File: src/rtl/rmt_recovery_ctrl_pkg.sv
`default_nettype none
// ============================================================================
// Module      : rmt_recovery_ctrl_pkg
// Description : Shared sizing constants, FSM state type and lane packing
//               helpers for the RMT recovery controller.
// Revision    : 1.0 - initial release
// ============================================================================
package rmt_recovery_ctrl_pkg;

    localparam int LREG_COUNT = 32;
    localparam int LREG_W     = 5;
    localparam int PREG_W     = 7;
    localparam int WR_PORTS   = 8;
    localparam int RN_WIDTH   = 4;
    localparam int NBEATS     = LREG_COUNT / WR_PORTS;
    localparam int BEAT_W     = (NBEATS > 1) ? $clog2(NBEATS) : 1;

    typedef enum logic [0:0] {
        IDLE = 1'b0,
        COPY = 1'b1
    } state_t;

    function automatic int lreg_lsb(input int lane);
        return lane * LREG_W;
    endfunction

    function automatic int preg_lsb(input int lane);
        return lane * PREG_W;
    endfunction

endpackage
`default_nettype wire

File: src/rtl/rmt_wport_mux.sv
`default_nettype none
// ============================================================================
// Module      : rmt_wport_mux
// Description : One RMT write lane: selects the AMT copy beat or the rename
//               update for this port.
// Revision    : 1.0 - initial release
// ============================================================================
module rmt_wport_mux
    import rmt_recovery_ctrl_pkg::*;
(
    input  logic              copy_sel,
    input  logic              rn_en,
    input  logic              rn_we,
    input  logic [LREG_W-1:0] rn_lreg,
    input  logic [PREG_W-1:0] rn_preg,
    input  logic [LREG_W-1:0] copy_addr,
    input  logic [PREG_W-1:0] copy_data,
    output logic              we,
    output logic [LREG_W-1:0] waddr,
    output logic [PREG_W-1:0] wdata
);

    always_comb begin
        if (copy_sel) begin
            we    = 1'b1;
            waddr = copy_addr;
            wdata = copy_data;
        end else begin
            // rn_en drops on the recovery cycle so wrong-path renames never land
            we    = rn_we & rn_en;
            waddr = rn_lreg;
            wdata = rn_preg;
        end
    end

endmodule
`default_nettype wire

File: src/rtl/rmt_recovery_ctrl.sv
`default_nettype none
// ============================================================================
// Module      : rmt_recovery_ctrl
// Description : RMT write-port controller: rename pass-through in IDLE,
//               AMT->RMT bulk copy on recovery. Optional perf counters
//               enabled by RMT_RECOVER_PERF_EN.
// Revision    : 1.0 - initial release
// ============================================================================
module rmt_recovery_ctrl
    import rmt_recovery_ctrl_pkg::*;
(
    input  logic                         clk,
    input  logic                         reset,
    input  logic                         recover_i,
    input  logic [RN_WIDTH-1:0]          rn_we_i,
    input  logic [RN_WIDTH*LREG_W-1:0]   rn_lreg_i,
    input  logic [RN_WIDTH*PREG_W-1:0]   rn_preg_i,
    output logic [WR_PORTS*LREG_W-1:0]   amt_raddr_o,
    input  logic [WR_PORTS*PREG_W-1:0]   amt_rdata_i,
    output logic [WR_PORTS-1:0]          rmt_we_o,
    output logic [WR_PORTS*LREG_W-1:0]   rmt_waddr_o,
    output logic [WR_PORTS*PREG_W-1:0]   rmt_wdata_o,
    output logic                         stall_rename_o,
    output logic                         stall_commit_o,
    output logic                         busy_o,
`ifdef RMT_RECOVER_PERF_EN
    output logic [31:0]                  perf_recover_cnt_o,
    output logic [31:0]                  perf_stall_cnt_o,
`endif
    output logic                         done_o
);

    state_t            r_state;
    state_t            w_state_nxt;
    logic [BEAT_W-1:0] r_beat;
    logic [BEAT_W-1:0] w_beat_nxt;
    logic              w_busy;
    logic              w_last;
    logic              w_done;
    logic              w_rn_en;

    always_ff @(posedge clk) begin
        if (reset) begin
            r_state <= IDLE;
            r_beat  <= '0;
        end else begin
            r_state <= w_state_nxt;
            r_beat  <= w_beat_nxt;
        end
    end

    always_comb begin
        w_state_nxt = r_state;
        w_beat_nxt  = r_beat;
        case (r_state)
            IDLE: begin
                if (recover_i) begin
                    w_state_nxt = COPY;
                    w_beat_nxt  = '0;
                end
            end
            COPY: begin
                // A new request restarts the copy; the in-flight beat still writes
                if (recover_i) begin
                    w_beat_nxt = '0;
                end else if (w_last) begin
                    w_state_nxt = IDLE;
                    w_beat_nxt  = '0;
                end else begin
                    w_beat_nxt = r_beat + 1'b1;
                end
            end
            default: begin
                w_state_nxt = IDLE;
                w_beat_nxt  = '0;
            end
        endcase
    end

    always_comb begin
        w_busy  = (r_state == COPY) && !reset;
        w_last  = (r_beat == BEAT_W'(NBEATS - 1));
        w_done  = w_busy && w_last && !recover_i;
        w_rn_en = !reset && !recover_i;
    end

    assign busy_o         = w_busy;
    assign done_o         = w_done;
    assign stall_commit_o = w_busy;
    assign stall_rename_o = w_busy | recover_i;

    for (genvar k = 0; k < WR_PORTS; k++) begin : g_lane
        logic              w_rn_we;
        logic [LREG_W-1:0] w_rn_lreg;
        logic [PREG_W-1:0] w_rn_preg;
        logic [LREG_W-1:0] w_copy_addr;

        if (k < RN_WIDTH) begin : g_rn
            assign w_rn_we   = rn_we_i[k];
            assign w_rn_lreg = rn_lreg_i[lreg_lsb(k) +: LREG_W];
            assign w_rn_preg = rn_preg_i[preg_lsb(k) +: PREG_W];
        end else begin : g_no_rn
            assign w_rn_we   = 1'b0;
            assign w_rn_lreg = '0;
            assign w_rn_preg = '0;
        end

        assign w_copy_addr = LREG_W'(int'(r_beat) * WR_PORTS + k);
        assign amt_raddr_o[lreg_lsb(k) +: LREG_W] = w_busy ? w_copy_addr : '0;

        rmt_wport_mux u_mux (
            .copy_sel  (w_busy),
            .rn_en     (w_rn_en),
            .rn_we     (w_rn_we),
            .rn_lreg   (w_rn_lreg),
            .rn_preg   (w_rn_preg),
            .copy_addr (w_copy_addr),
            .copy_data (amt_rdata_i[preg_lsb(k) +: PREG_W]),
            .we        (rmt_we_o[k]),
            .waddr     (rmt_waddr_o[lreg_lsb(k) +: LREG_W]),
            .wdata     (rmt_wdata_o[preg_lsb(k) +: PREG_W])
        );
    end

`ifdef RMT_RECOVER_PERF_EN
    logic [31:0] r_perf_recover_cnt;
    logic [31:0] r_perf_stall_cnt;

    // Both counters stick at all-ones instead of wrapping
    always_ff @(posedge clk) begin
        if (reset) begin
            r_perf_recover_cnt <= '0;
            r_perf_stall_cnt   <= '0;
        end else begin
            if (recover_i && !(&r_perf_recover_cnt))
                r_perf_recover_cnt <= r_perf_recover_cnt + 32'd1;
            if (w_busy && !(&r_perf_stall_cnt))
                r_perf_stall_cnt <= r_perf_stall_cnt + 32'd1;
        end
    end

    assign perf_recover_cnt_o = r_perf_recover_cnt;
    assign perf_stall_cnt_o   = r_perf_stall_cnt;
`endif

endmodule
`default_nettype wire
File: config.mk
export PLATFORM = sky130hd
export DESIGN_NAME = rmt_recovery_ctrl
export DESIGN_NICKNAME = d
export VERILOG_FILES = /design/src/rtl/rmt_recovery_ctrl_pkg.sv /design/src/rtl/rmt_wport_mux.sv /design/src/rtl/rmt_recovery_ctrl.sv
export SDC_FILE = /design/constraint.sdc
export NUM_CORES = 1
export LEC_CHECK = 0
export CAP_MARGIN = 40
export CORE_AREA = 2 2 101 103
export CTS_BUF_LIST = sky130_fd_sc_hd__clkbuf_4 sky130_fd_sc_hd__clkbuf_8
export DETAILED_ROUTE_END_ITERATION = 16
export DIE_AREA = 0 0 103 105
export REMOVE_ABC_BUFFERS = 1
export SYNTH_ARGS = -nofsm -noshare
export SYNTH_HDL_FRONTEND = slang
export SYNTH_SLANG_ARGS = --single-unit
File: constraint.sdc
create_clock -name clk -period 2 [get_ports clk]
set_input_delay 0.4 -clock clk [delete_from_list [all_inputs] [get_ports clk]]
set_output_delay 0.4 -clock clk [all_outputs]
set_load 0.01 [all_outputs]
* After elaboration in Yosys (flattened, before gate mapping)
Index checks and enable logic that the tools add are counted.
** Cells by class
- Add/subtract/negate cells :: 8
- Eq/ne operators :: 2
- Muxes and demuxes :: 33
- Bitwise operators :: 6
- Reduce and logical (&&, ||, !) cells :: 6
** Operators by type and width (number)
- 5-bit 2-to-1 mux :: 12
- 7-bit 2-to-1 mux :: 8
- 5-bit by 3-bit adder with 5-bit output (second input constant) :: 4
- 5-bit by 2-bit adder with 5-bit output (second input constant) :: 2
- 1-bit 2-to-1 mux :: 8
- 2-bit 2-to-1 mux :: 3
- 5-bit by 1-bit adder with 5-bit output (second input constant) :: 1
- 1-bit AND :: 4
- 1-bit logical AND :: 4
- 2-bit one-hot mux with 2 select lines :: 1
- 2-bit by 1-bit adder with 2-bit output (second input constant) :: 1
- 2-bit equality test (second input constant) :: 1
- 1-bit zero test :: 2
- 2-bit != test (second input constant) :: 1
- 1-bit one-hot mux with 2 select lines :: 1
- 1-bit NOT :: 1
- 1-bit OR :: 1
** Word-level totals
- Register bits :: 3
- Input port bits :: 111
- Output and inout bits :: 148
- Word-level logic and storage cells :: 57

* Longest topological paths before layout
- Word-level depth :: 4
- Mapped depth :: 6
- Depth with buffers taken out :: 3

* Cells and area by module
A second synthesis with hierarchy kept.
** Second synthesis, totals
- Cells, all modules :: 171
- Area, all modules :: 1980.6 um^2
** By module, submodules not included
- rmt_wport_mux :: times used 8, cells each 14, area each 188.9 um^2, sequential area each 0.0 um^2
- rmt_recovery_ctrl :: times used 1, cells each 59, area each 469.2 um^2, sequential area each 60.1 um^2

* Worst setup path before layout
No wires, ideal clock.
- Path type :: input port to output port
- Start :: in reset
- End :: out rmt_wdata_o[28]
- Arrival :: 1.436 ns
- Required time :: 1.600 ns
- Setup slack :: 0.164 ns
- Stages on the path :: 6
- Buffers on the path :: 3
- Path through :: buf_6 > nand2b_4 > buf_6 > inv_1 > buf_2 > and2_1
** On the way
- Word-level cells in the longest chain between the ends :: 3
** Ends and longest elaborated chain
- start: declaration :: RTL line rmt_recovery_ctrl.sv:13 : input logic reset,
- 1-bit zero test :: RTL line rmt_recovery_ctrl.sv:81 : w_busy = (r_state == COPY) && !reset;
- 1-bit logical AND :: RTL line rmt_recovery_ctrl.sv:81
- via busy_o :: RTL line rmt_recovery_ctrl.sv:25 : output logic busy_o,
- 7-bit 2-to-1 mux :: RTL line rmt_wport_mux.sv:24 : if (copy_sel) begin
- end: declaration :: RTL line rmt_recovery_ctrl.sv:22 : output logic [WR_PORTS*PREG_W-1:0] rmt_wdata_o,
The timed path passes the listed nets, and every way through them passes these cells.

* Final worst setup path
- Start :: in reset
- End :: out rmt_waddr_o[19]
** On the way
- Word-level cells in the longest chain between the ends :: 3
** Ends and longest elaborated chain
- 1-bit zero test :: RTL line rmt_recovery_ctrl.sv:81
- 1-bit logical AND :: RTL line rmt_recovery_ctrl.sv:81
- 5-bit 2-to-1 mux :: RTL line rmt_wport_mux.sv:24
- end: declaration :: RTL line rmt_recovery_ctrl.sv:21 : output logic [WR_PORTS*LREG_W-1:0] rmt_waddr_o,
Every way passes these cells.

==> results.toml <==
[sta]
fin_crit_sh = 0.969
fin_setup_tns_ns = 0
fmax_mhz = 516
rsz0062_at_grt = "no"
setup_viol = 0
fin_ws_ns = 0.0612
finClkSkew_ns = 0.00272
final_hold_viol_count = 0
min_period_ns = 1.94
slew_viol_final = 0

[cells_and_area]
antennaDiodeCount = 0
final_common_cell = "clkdlybuf4s50_1"
nets = 503
drive_gt1_frac = 0.251
final_util = 0.395
instances_no_fill = 523
syn2layout_area_growth_pct = 147
layout_common_cells = "clkdlybuf4s50_1 (109), dlygate4sd2_1 (88), and2_1 (36)"
n_fill_cell = 1036

[grt]
antenna_found_initial = 0
grt_overflow_total = 0
grt_first_pass_wirelength_um = 10200
grt_pass1_vias = 1831
grt_max_degree = 26
grt_usage = 0.121

[cts]
postCtsHoldBufs = 0
clk_latency_ns = 0.22
clockBufferDepth = 2
tritoncts = "done"
clkSinkCount = 3
htreeDepth = 1
numCtsBuffers = 3
clockRootBuffer = "clkbuf_8"
clk_pin_slew_ns = 0.03

[status]
status = "completed"

[worst_setup_path]
start_kind = "primary input"
worst-path-buf-inv = 5
slowest_stage = "dlygate4sd2_1"
worst-path-max-fanout = 9
crit_arrival_ns = 1.54
crit_required_ns = 1.60
criticalPathCategory = "primary input to output pin"
endpoint_kind = "output pin"
path_delay_family = "buffers and inverters"
path_cells = "buf_2, nand2b_4, buf_12, buf_4, buf_16, a21o_1, dlygate4sd2_1"
slowest_delay_ns = 0.28

[route]
drt_iter0_drc = 45
routed_wl_um = 7160
wl_per_cell_um = 13.7
first_pass_iters = 6
vias = 1839
drc = 0
drtAntennaViolNets = 0
via_per_inst = 3.52

[power_and_ir_drop]
pwr-share-clk = 0.193
switching_power_mw = 0.297
seqPwrFrac = 0.067
peakVddDrop_mv = 0.330
internal_power_mw = 0.692
power.leakage_nw = 2.24
swShare = 0.300
comb_power_share = 0.740
p_total_mw = 0.989
powerDensity_nw_per_um2 = 260

[logic_synthesis]
ys_ff_latch = 3
yosys-top-cells-area = "buf_4 (33%), mux2_4 (27%), and2_1 (15%), buf_6 (4.4%), dfxtp_1 (3.9%)"
syn_area_um2 = 1540
yosysSeqAreaShare = 0.0389
yosysTopAreaCell = "buf_4"
yosysWarningCount = 0
syn_inst = 182
synth_top_area_frac = 0.326
synth_cell_types = 22
avgSynthCellArea_um2 = 8.48

[floorplan]
die_h_um = 105
die_w_um = 103
dieArea_um2 = 10800
num_rows = 36
coreArea_um2 = 9640
start_util = 0.160
num_io_pins = 259

[placement]
place.detailed.hpwl_um = 5640
portBuffers = 242
pre_cts_ws_ns = -0.500
post-place-cells = 506
globalplace.congestion = 0.801

[job]
cap_violations = 0

[hold_path]
hp-class = "primary input to flip-flop"
[final timing paths]
| path | to | depth (start not counted) | startpoint | slack [ns] |
|---|---|---|---|---|
| max | rmt_waddr_o[19] | 7 | reset | 0.06 |
| min | r_state | 3 | reset | 0.51 |
| max reg2reg | r_state | 3 | r_beat[0] | 1.05 |
| min reg2reg | r_beat[1] | 2 | r_beat[1] | 0.56 |
[synthesized netlist by cell type]
cell type / number
nand2b_4: 1
nor3_1: 2
xnor2_1: 1
a21o_1: 8
inv_1: 3
mux2i_1: 1
mux2_4: 28
or2b_1: 1
and3b_1: 2
nand2b_1: 8
a21oi_1: 5
buf_6: 6
conb_1: 1
dfxtp_1: 3
nand2_1: 1
clkbuf_1: 2
ha_1: 1
buf_2: 3
buf_4: 67
and3_1: 1
clkbuf_2: 1
and2_1: 36
[layout make-up]
cell class | count | area [um2] | share of cell area
clock buffers | 4 | 48.8 | 0.0128
inverters | 3 | 15.0 | 0.00394
multi-input cells | 112 | 932 | 0.245
flip-flops and latches | 3 | 61.3 | 0.0161
well taps | 133 | 166 | 0.0437
repair buffers | 268 | 2590 | 0.679
[worst reg2reg max path, cell delays in order, from the launching register on]
cell     delay, ns
dfxtp_1       0.32
ha_1          0.21
or2b_1        0.22
a21oi_1       0.13
[power by group through the flow]
stage | Clock (mW) | Sequential [mW] | Combinational [mW]
after detailed placement | 0 | 0.0665 | 0.761
after CTS | 0.191 | 0.0660 | 0.759
after floorplan | 0 | 0.0675 | 0.244
after global placement | 0 | 0.0664 | 0.754
after global routing | 0.199 | 0.0662 | 0.781
final | 0.191 | 0.0660 | 0.732
[timing repair]
action                                 CTS  global route
cloned                                   5             0
resized for setup                      227            22
setup buffers                            9             0
endpoints found under the hold margin    0             0
setup endpoints to repair              132            27
[layer usage]
metal | GRT usage | vias to the layer above | wire length (um)
li1 | - | 917 | -
met1 | 0.145 | 822 | 2750
met2 | 0.222 | 92 | 3860
met3 | 0.0201 | 8 | 484
met4 | 0.0226 | 0 | 65
met5 | 0 | - | 0
[kinds of logic (layout without fill, tap and decap cells)]
logic type | count (synthesis) | in the layout | synth area share
simple gates | 52 | 52 | 0.216
compound gates | 13 | 13 | 0.0551
fa+ha+maj | 1 | 1 | 0.00810
buf+inv | 82 | 275 | 0.395
flops | 3 | 3 | 0.0389
mux | 29 | 29 | 0.279
xor+xnor | 1 | 1 | 0.00567
other cells | 1 | 16 | 0.00243
[stage by stage]
stage	hold WS (ns)	instance area, um2
3_3_place_gp	0.542	3710
4_1_cts	0.521	3880
2_1_floorplan	0.469	1000
5_1_grt	0.540	3810
3_5_place_dp	0.558	3710
6_report	0.513	3810
[registers in the layout, summed over array words and instances, names as in the netlist]
register  count
r_state       1
r_beat        2
No activity file was read; power rests on OpenSTA's default activity.
